File: config.mk
export PLATFORM = sky130hd
export DESIGN_NAME = keypad_scan
export DESIGN_NICKNAME = d
export VERILOG_FILES = /design/src/rtl/keypad_scan_pkg.sv /design/src/rtl/scan_tick_gen.sv /design/src/rtl/keypad_scan.sv
export SDC_FILE = /design/constraint.sdc
export NUM_CORES = 1
export LEC_CHECK = 0
export ABC_AREA = 1
export ABC_CLOCK_PERIOD_IN_PS = 2500
export BUFFER_PORTS_ARGS = -buffer_cell sky130_fd_sc_hd__buf_2
export CAP_MARGIN = 40
export CORE_MARGIN = 2
export CORE_UTILIZATION = 58
export CTS_CLUSTER_SIZE = 20
export DETAILED_ROUTE_END_ITERATION = 8
export GPL_TIMING_DRIVEN = 0
export PLACE_DENSITY_LB_ADDON = 0.1
export SLEW_MARGIN = 20
export SYNTH_ARGS = -nofsm -noshare
export SYNTH_HDL_FRONTEND = slang
export SYNTH_SLANG_ARGS = --single-unit
File: constraint.sdc
create_clock -name clk -period 2.5 [get_ports clk]
set_clock_uncertainty 0.05 [all_clocks]
set_input_delay 0.5 -clock clk [delete_from_list [all_inputs] [get_ports clk]]
set_output_delay 0.5 -clock clk [all_outputs]
set_load 0.01 [all_outputs]
File: src/rtl/keypad_scan_pkg.sv
// Shared types and constants for the 4x4 keypad scanner and its tick generator.
// The optional auto-repeat feature is enabled by defining KEYPAD_REPEAT_EN.
package keypad_scan_pkg;

  typedef enum logic [1:0] {
    SCAN     = 2'd0,
    DEBOUNCE = 2'd1,
    PRESSED  = 2'd2,
    RELEASE  = 2'd3
  } kp_state_t;

  localparam logic [3:0] ROW_IDLE = 4'b1110;
  localparam logic [3:0] COL_NONE = 4'b1111;

  // Board legend: right-hand column carries the clock-setting controls.
  localparam logic [3:0] KEY_SET  = 4'd3;
  localparam logic [3:0] KEY_UP   = 4'd7;
  localparam logic [3:0] KEY_DOWN = 4'd11;
  localparam logic [3:0] KEY_MODE = 4'd15;

  // Lowest-numbered active-low column; caller guarantees at least one is low.
  function automatic logic [1:0] low_col(input logic [3:0] c);
    if (!c[0]) return 2'd0;
    if (!c[1]) return 2'd1;
    if (!c[2]) return 2'd2;
    return 2'd3;
  endfunction

  function automatic logic [3:0] row_drive(input logic [1:0] idx);
    case (idx)
      2'd0:    return ROW_IDLE;
      2'd1:    return {ROW_IDLE[2:0], ROW_IDLE[3]};
      2'd2:    return {ROW_IDLE[1:0], ROW_IDLE[3:2]};
      default: return {ROW_IDLE[0], ROW_IDLE[3:1]};
    endcase
  endfunction

endpackage

File: src/rtl/scan_tick_gen.sv
// Free-running divider producing a one-cycle tick every SCAN_DIV enabled clocks.
module scan_tick_gen #(
  parameter int SCAN_DIV = 1000
) (
  input  logic clk,
  input  logic cr,
  input  logic en,
  output logic tick
);

  localparam int DW = (SCAN_DIV > 1) ? $clog2(SCAN_DIV) : 1;
  localparam logic [DW-1:0] LAST = DW'(SCAN_DIV - 1);

  logic [DW-1:0] div_cnt;

  assign tick = en && (div_cnt == LAST);

  always_ff @(posedge clk or negedge cr)
    if (!cr)     div_cnt <= '0;
    else if (en) div_cnt <= tick ? '0 : div_cnt + DW'(1);

endmodule

File: src/rtl/keypad_scan.sv
// 4x4 matrix keypad scanner: row drive, column sync, debounce, key code + strobe.
// Define KEYPAD_REPEAT_EN to add hold-to-repeat strobes.
module keypad_scan
  import keypad_scan_pkg::*;
#(
  parameter int SCAN_DIV       = 1000,
  parameter int DEBOUNCE_SCANS = 4,
  parameter int REPEAT_DELAY   = 200,
  parameter int REPEAT_RATE    = 50
) (
  input  logic       clk,
  input  logic       cr,
  input  logic       en,
  input  logic [3:0] col,
  output logic [3:0] row,
  output logic [3:0] key_code,
  output logic       key_valid,
  output logic       key_held
);

  localparam int CW = $clog2(DEBOUNCE_SCANS + 1);

  logic [3:0]    col_s1, col_s2;
  logic          tick;
  kp_state_t     state, state_n;
  logic [1:0]    row_idx, row_idx_n;
  logic [1:0]    cap_c, cap_c_n;
  logic [CW-1:0] cnt, cnt_n, cnt_inc;
  logic [3:0]    code_n;
  logic          held_n, kv_q, kv_n;
  logic          col_hit, confirm, rel_done;

  always_ff @(posedge clk or negedge cr)
    if (!cr) begin
      col_s1 <= COL_NONE;
      col_s2 <= COL_NONE;
    end else begin
      col_s1 <= col;
      col_s2 <= col_s1;
    end

  scan_tick_gen #(.SCAN_DIV(SCAN_DIV)) u_tick (
    .clk  (clk),
    .cr   (cr),
    .en   (en),
    .tick (tick)
  );

`ifdef KEYPAD_REPEAT_EN
  localparam int RMAX = (REPEAT_DELAY > REPEAT_RATE) ? REPEAT_DELAY : REPEAT_RATE;
  localparam int RW   = $clog2(RMAX + 1);
  logic [RW-1:0] rpt_cnt, rpt_cnt_n, rpt_inc;
  logic          rpt_armed, rpt_armed_n;

  always_ff @(posedge clk or negedge cr)
    if (!cr) begin
      rpt_cnt   <= '0;
      rpt_armed <= 1'b0;
    end else begin
      rpt_cnt   <= rpt_cnt_n;
      rpt_armed <= rpt_armed_n;
    end
`endif

  always_comb begin
    state_n   = state;
    row_idx_n = row_idx;
    cap_c_n   = cap_c;
    cnt_n     = cnt;
    code_n    = key_code;
    held_n    = key_held;
    kv_n      = 1'b0;
    confirm   = 1'b0;
    rel_done  = 1'b0;
    cnt_inc   = cnt + CW'(1);
    col_hit   = !col_s2[cap_c];
`ifdef KEYPAD_REPEAT_EN
    rpt_cnt_n   = rpt_cnt;
    rpt_armed_n = rpt_armed;
    rpt_inc     = rpt_cnt + RW'(1);
`endif
    if (tick) begin
      unique case (state)
        SCAN:
          if (col_s2 != COL_NONE) begin
            cap_c_n = low_col(col_s2);
            cnt_n   = CW'(1);
            if (DEBOUNCE_SCANS == 1) confirm = 1'b1;
            else                     state_n = DEBOUNCE;
          end else begin
            row_idx_n = row_idx + 2'd1;
          end
        DEBOUNCE:
          if (col_hit) begin
            cnt_n = cnt_inc;
            if (cnt_inc == CW'(DEBOUNCE_SCANS)) confirm = 1'b1;
          end else begin
            state_n   = SCAN;
            row_idx_n = row_idx + 2'd1;
          end
        PRESSED:
          if (!col_hit) begin
            cnt_n = CW'(1);
            if (DEBOUNCE_SCANS == 1) rel_done = 1'b1;
            else                     state_n  = RELEASE;
          end else begin
`ifdef KEYPAD_REPEAT_EN
            // First repeat waits REPEAT_DELAY ticks, later ones REPEAT_RATE.
            if (rpt_inc == (rpt_armed ? RW'(REPEAT_RATE) : RW'(REPEAT_DELAY))) begin
              kv_n        = 1'b1;
              rpt_cnt_n   = '0;
              rpt_armed_n = 1'b1;
            end else begin
              rpt_cnt_n = rpt_inc;
            end
`endif
          end
        RELEASE:
          if (!col_hit) begin
            cnt_n = cnt_inc;
            if (cnt_inc == CW'(DEBOUNCE_SCANS)) rel_done = 1'b1;
          end else begin
            state_n = PRESSED;
          end
      endcase
    end
    if (confirm) begin
      state_n = PRESSED;
      code_n  = {row_idx, cap_c_n};
      held_n  = 1'b1;
      kv_n    = 1'b1;
    end
    if (rel_done) begin
      state_n   = SCAN;
      held_n    = 1'b0;
      row_idx_n = row_idx + 2'd1;
    end
`ifdef KEYPAD_REPEAT_EN
    if (state_n != PRESSED || confirm) begin
      rpt_cnt_n   = '0;
      rpt_armed_n = 1'b0;
    end
`endif
  end

  always_ff @(posedge clk or negedge cr)
    if (!cr) begin
      state    <= SCAN;
      row_idx  <= '0;
      cap_c    <= '0;
      cnt      <= '0;
      key_code <= '0;
      key_held <= 1'b0;
      kv_q     <= 1'b0;
    end else begin
      state    <= state_n;
      row_idx  <= row_idx_n;
      cap_c    <= cap_c_n;
      cnt      <= cnt_n;
      key_code <= code_n;
      key_held <= held_n;
      kv_q     <= kv_n;
    end

  assign row       = row_drive(row_idx);
  assign key_valid = kv_q & en;

endmodule
==> metrics.txt <==
post-cts hold buffer count=0; mapped cell area=approximately 1700 um2; Clock Tree Buf Depth=2; max-cap viol count=0; Mapped Nets=204; fraction of the mapped netlist area in adder cells=roughly 5.1%; Avg Cell Area, Syn=about 9 um2; die height=58.7 um; Leakage=roughly 0.96 nW; Initial Utilization=61.8%; RR Startpoint=u_tick.div_cnt[0]$_DFFE_PN0P_; post-DP HPWL=2.22 mm; Synth cell types=33; fillers=250; period utilization=between 70% and 80%; simple-gate area share of the yosys netlist=around a third; post-synthesis xor/xnor area fraction=less than 1%; final worst path period need=between 1.5 and 2 ns; fin worst setup slack=a little over 0.7 ns; sequential cell area fraction in the yosys report=between 40% and 50%; DRC Markers=4; Detailed Route WL=3.01 mm; Worst Reg-to-Reg Cells=8; Final Hold Vio Count=0; Avg Vias per Cell=5.25; setup total negative slack=0 ns; FF+latch area=836 um2; initial antenna violation count=0; register bit count reported by yosys=33; vias in the first global route=between 1,000 and 1,500; 1st-iter DRT viols=76; final setup fails=0; # IOs=17; postcts setup bufs=0; worst-case vdd ir drop=0.430 mV; routed vias=~1,300; first-pass GRT wire length=5.20 mm; Post-synth top flop=dfrtp_1; crit-path max FO=4; largest net degree at the start of global routing=34; Ys Warns=0; outcome=complete, but fails checks; Root Buffer Master=clkbuf_4; post_cts resized=0; Nets=226; fin cells=244; most common cell after layout, fill and taps aside=nand2_1; FFs w/ async S/R, synth=between 90% and 100%; post-synthesis mux area share=0%; Multi-input gate area=slightly below 800 um2; Slew Limit Headroom=between 50 and 60%; WL/cell=between 10 and 15 um; clk sink count=33; CTS tree=done; WHS=~0.14 ns; dpl ws=0.809 ns; port buffer count=15; layout cells sized above 1=26.8%; core area=roughly 2800 um2; RSZ-0062 raised after global routing=no; antenna-violating nets left=0; routability congestion estimate=around 0.78; r2r endpoint=cnt[0]$_DFFE_PN0P_; failing checks=design-rule violations; WP data arrival=around 1.2 ns; largest family of logic cells by synthesized area=simple AND/OR/NAND/NOR gates; Synth Instances=between 150 and 200; total grt overflow=0; EDFF count, synth=0; commonest cells after routing, fill and taps aside=41 x nand2_1, 25 x dfrtp_1, 23 x inv_1; CP Launch Type=flip-flop; n_diodes=0; f_max=560 MHz; row cnt=19; Power Density=between 600 and 700 nW/um2; clk slew on worst S/H paths=about 0.10 ns; htree depth=2; Clock Latency Late Sink=about 0.34 ns; Num CTS Buffers=5; die footprint=between 3000 and 4000 um2; Setup Crit Path Kind=reg -> out; Crit. End Element=output pin; min-delay worst type=in -> async; worst-margin pin slew=just over 0.7 ns; GRT Resource Usage Total=between 20% and 30%; compound-gate portion of the synthesized area=under 10%; Die X=slightly below 60 um; first-pass detailed-route iteration total=6; area grow syn2layout=9.96%; reg-to-reg slack, setup=0.77 ns; Post-Place Cells=~240; fin. max-slew vios=0; total power=approximately 1.3 mW; CP required=between 1.5 and 2 ns
[per-layer routing]
metal	global-route usage, %	vias to the layer above	share of wire (%)
met2	32.1	26	48
li1	-	660	-
met1	26.0	586	47
met5	0	-	0
met4	11.7	0	2.0
met3	5.05	8	3.8
[stage by stage]
| stage | instance area [um2] | utilization (%) |
|---|---|---|
| after floorplan | 1730 | - |
| after global placement | 1850 | 65.8 |
| after detailed placement | 1850 | 65.8 |
| after CTS | 1910 | 67.9 |
| after global routing | 1910 | 67.9 |
| final | 1910 | 67.9 |
[cells by family after synthesis]
logic type                 after synthesis
adders and majority gates                7
buffers and inverters                   30
xor gates and xnor gates                 1
and+or+nand+nor                         94
AOI/OAI and AO/OA                       25
DFF                                     33
[layout make-up]
type,instances,area share (%)
Buffer,1,0.394
Tap cell,31,2.04
Timing Repair Buffer,15,3.94
Sequential cell,33,43.9
Multi-Input combinational cell,127,40.9
Inverter,29,5.78
Clock buffer,8,3.09
[state kept, by name (all words and copies together), names as in the netlist]
register / cells
u_tick.div_cnt: 10
cap_c: 2
col_s1: 4
kv_q: 1
col_s2: 4
key_held: 1
state: 2
row_idx: 2
cnt: 3
key_code: 4
[Yosys cell counts (2+ instances only)]
cell type	instances	area (um2)
nand3_2	3	30.0
nor2_8	2	40.0
inv_2	5	18.8
nor2_4	3	33.8
dfstp_2	8	210
a21oi_1	9	45.0
o21ai_1	9	45.0
nand4_1	3	18.8
inv_1	23	86.3
nand2_2	3	18.8
dfrtp_1	25	626
o21ai_0	4	20.0
nor2_1	10	37.5
nor3_1	4	20.0
nor3_4	2	32.5
nand2_1	41	154
nand3_1	12	60.1
nor2_2	3	18.8
ha_1	7	87.6
[where the power goes]
part           total (mW)  switching, mW  internal [mW]
sequential          0.692         0.0846          0.608
combinational       0.250          0.172         0.0777
clock               0.310          0.171          0.139
total                1.25          0.428          0.824
[critical path: stages (launching register included)]
cell and delay (ns):
dfrtp_1 0.41, inv_1 0.11, ha_1 0.20, inv_1 0.05, buf_2 0.12
[worst max path at each step]
| stage | cells past startpoint | slack (ns) | startpoint | end |
|---|---|---|---|---|
| after CTS | 4 | 0.71 | row_idx[0]$_DFFE_PN0P_ | row[0] |
| final | 4 | 0.71 | row_idx[0]$_DFFE_PN0P_ | row[0] |
| after global placement | 8 | 0.85 | u_tick.div_cnt[0]$_DFFE_PN0P_ | cap_c[0]$_DFF_PN0_ |
| after detailed placement | 8 | 0.81 | en | cnt[0]$_DFFE_PN0P_ |
| after global routing | 4 | 0.61 | row_idx[0]$_DFFE_PN0P_ | row[0] |
| after floorplan | 10 | 0.99 | en | state[0]$_DFFE_PN0P_ |
No activity file was read; power rests on OpenSTA's default activity.
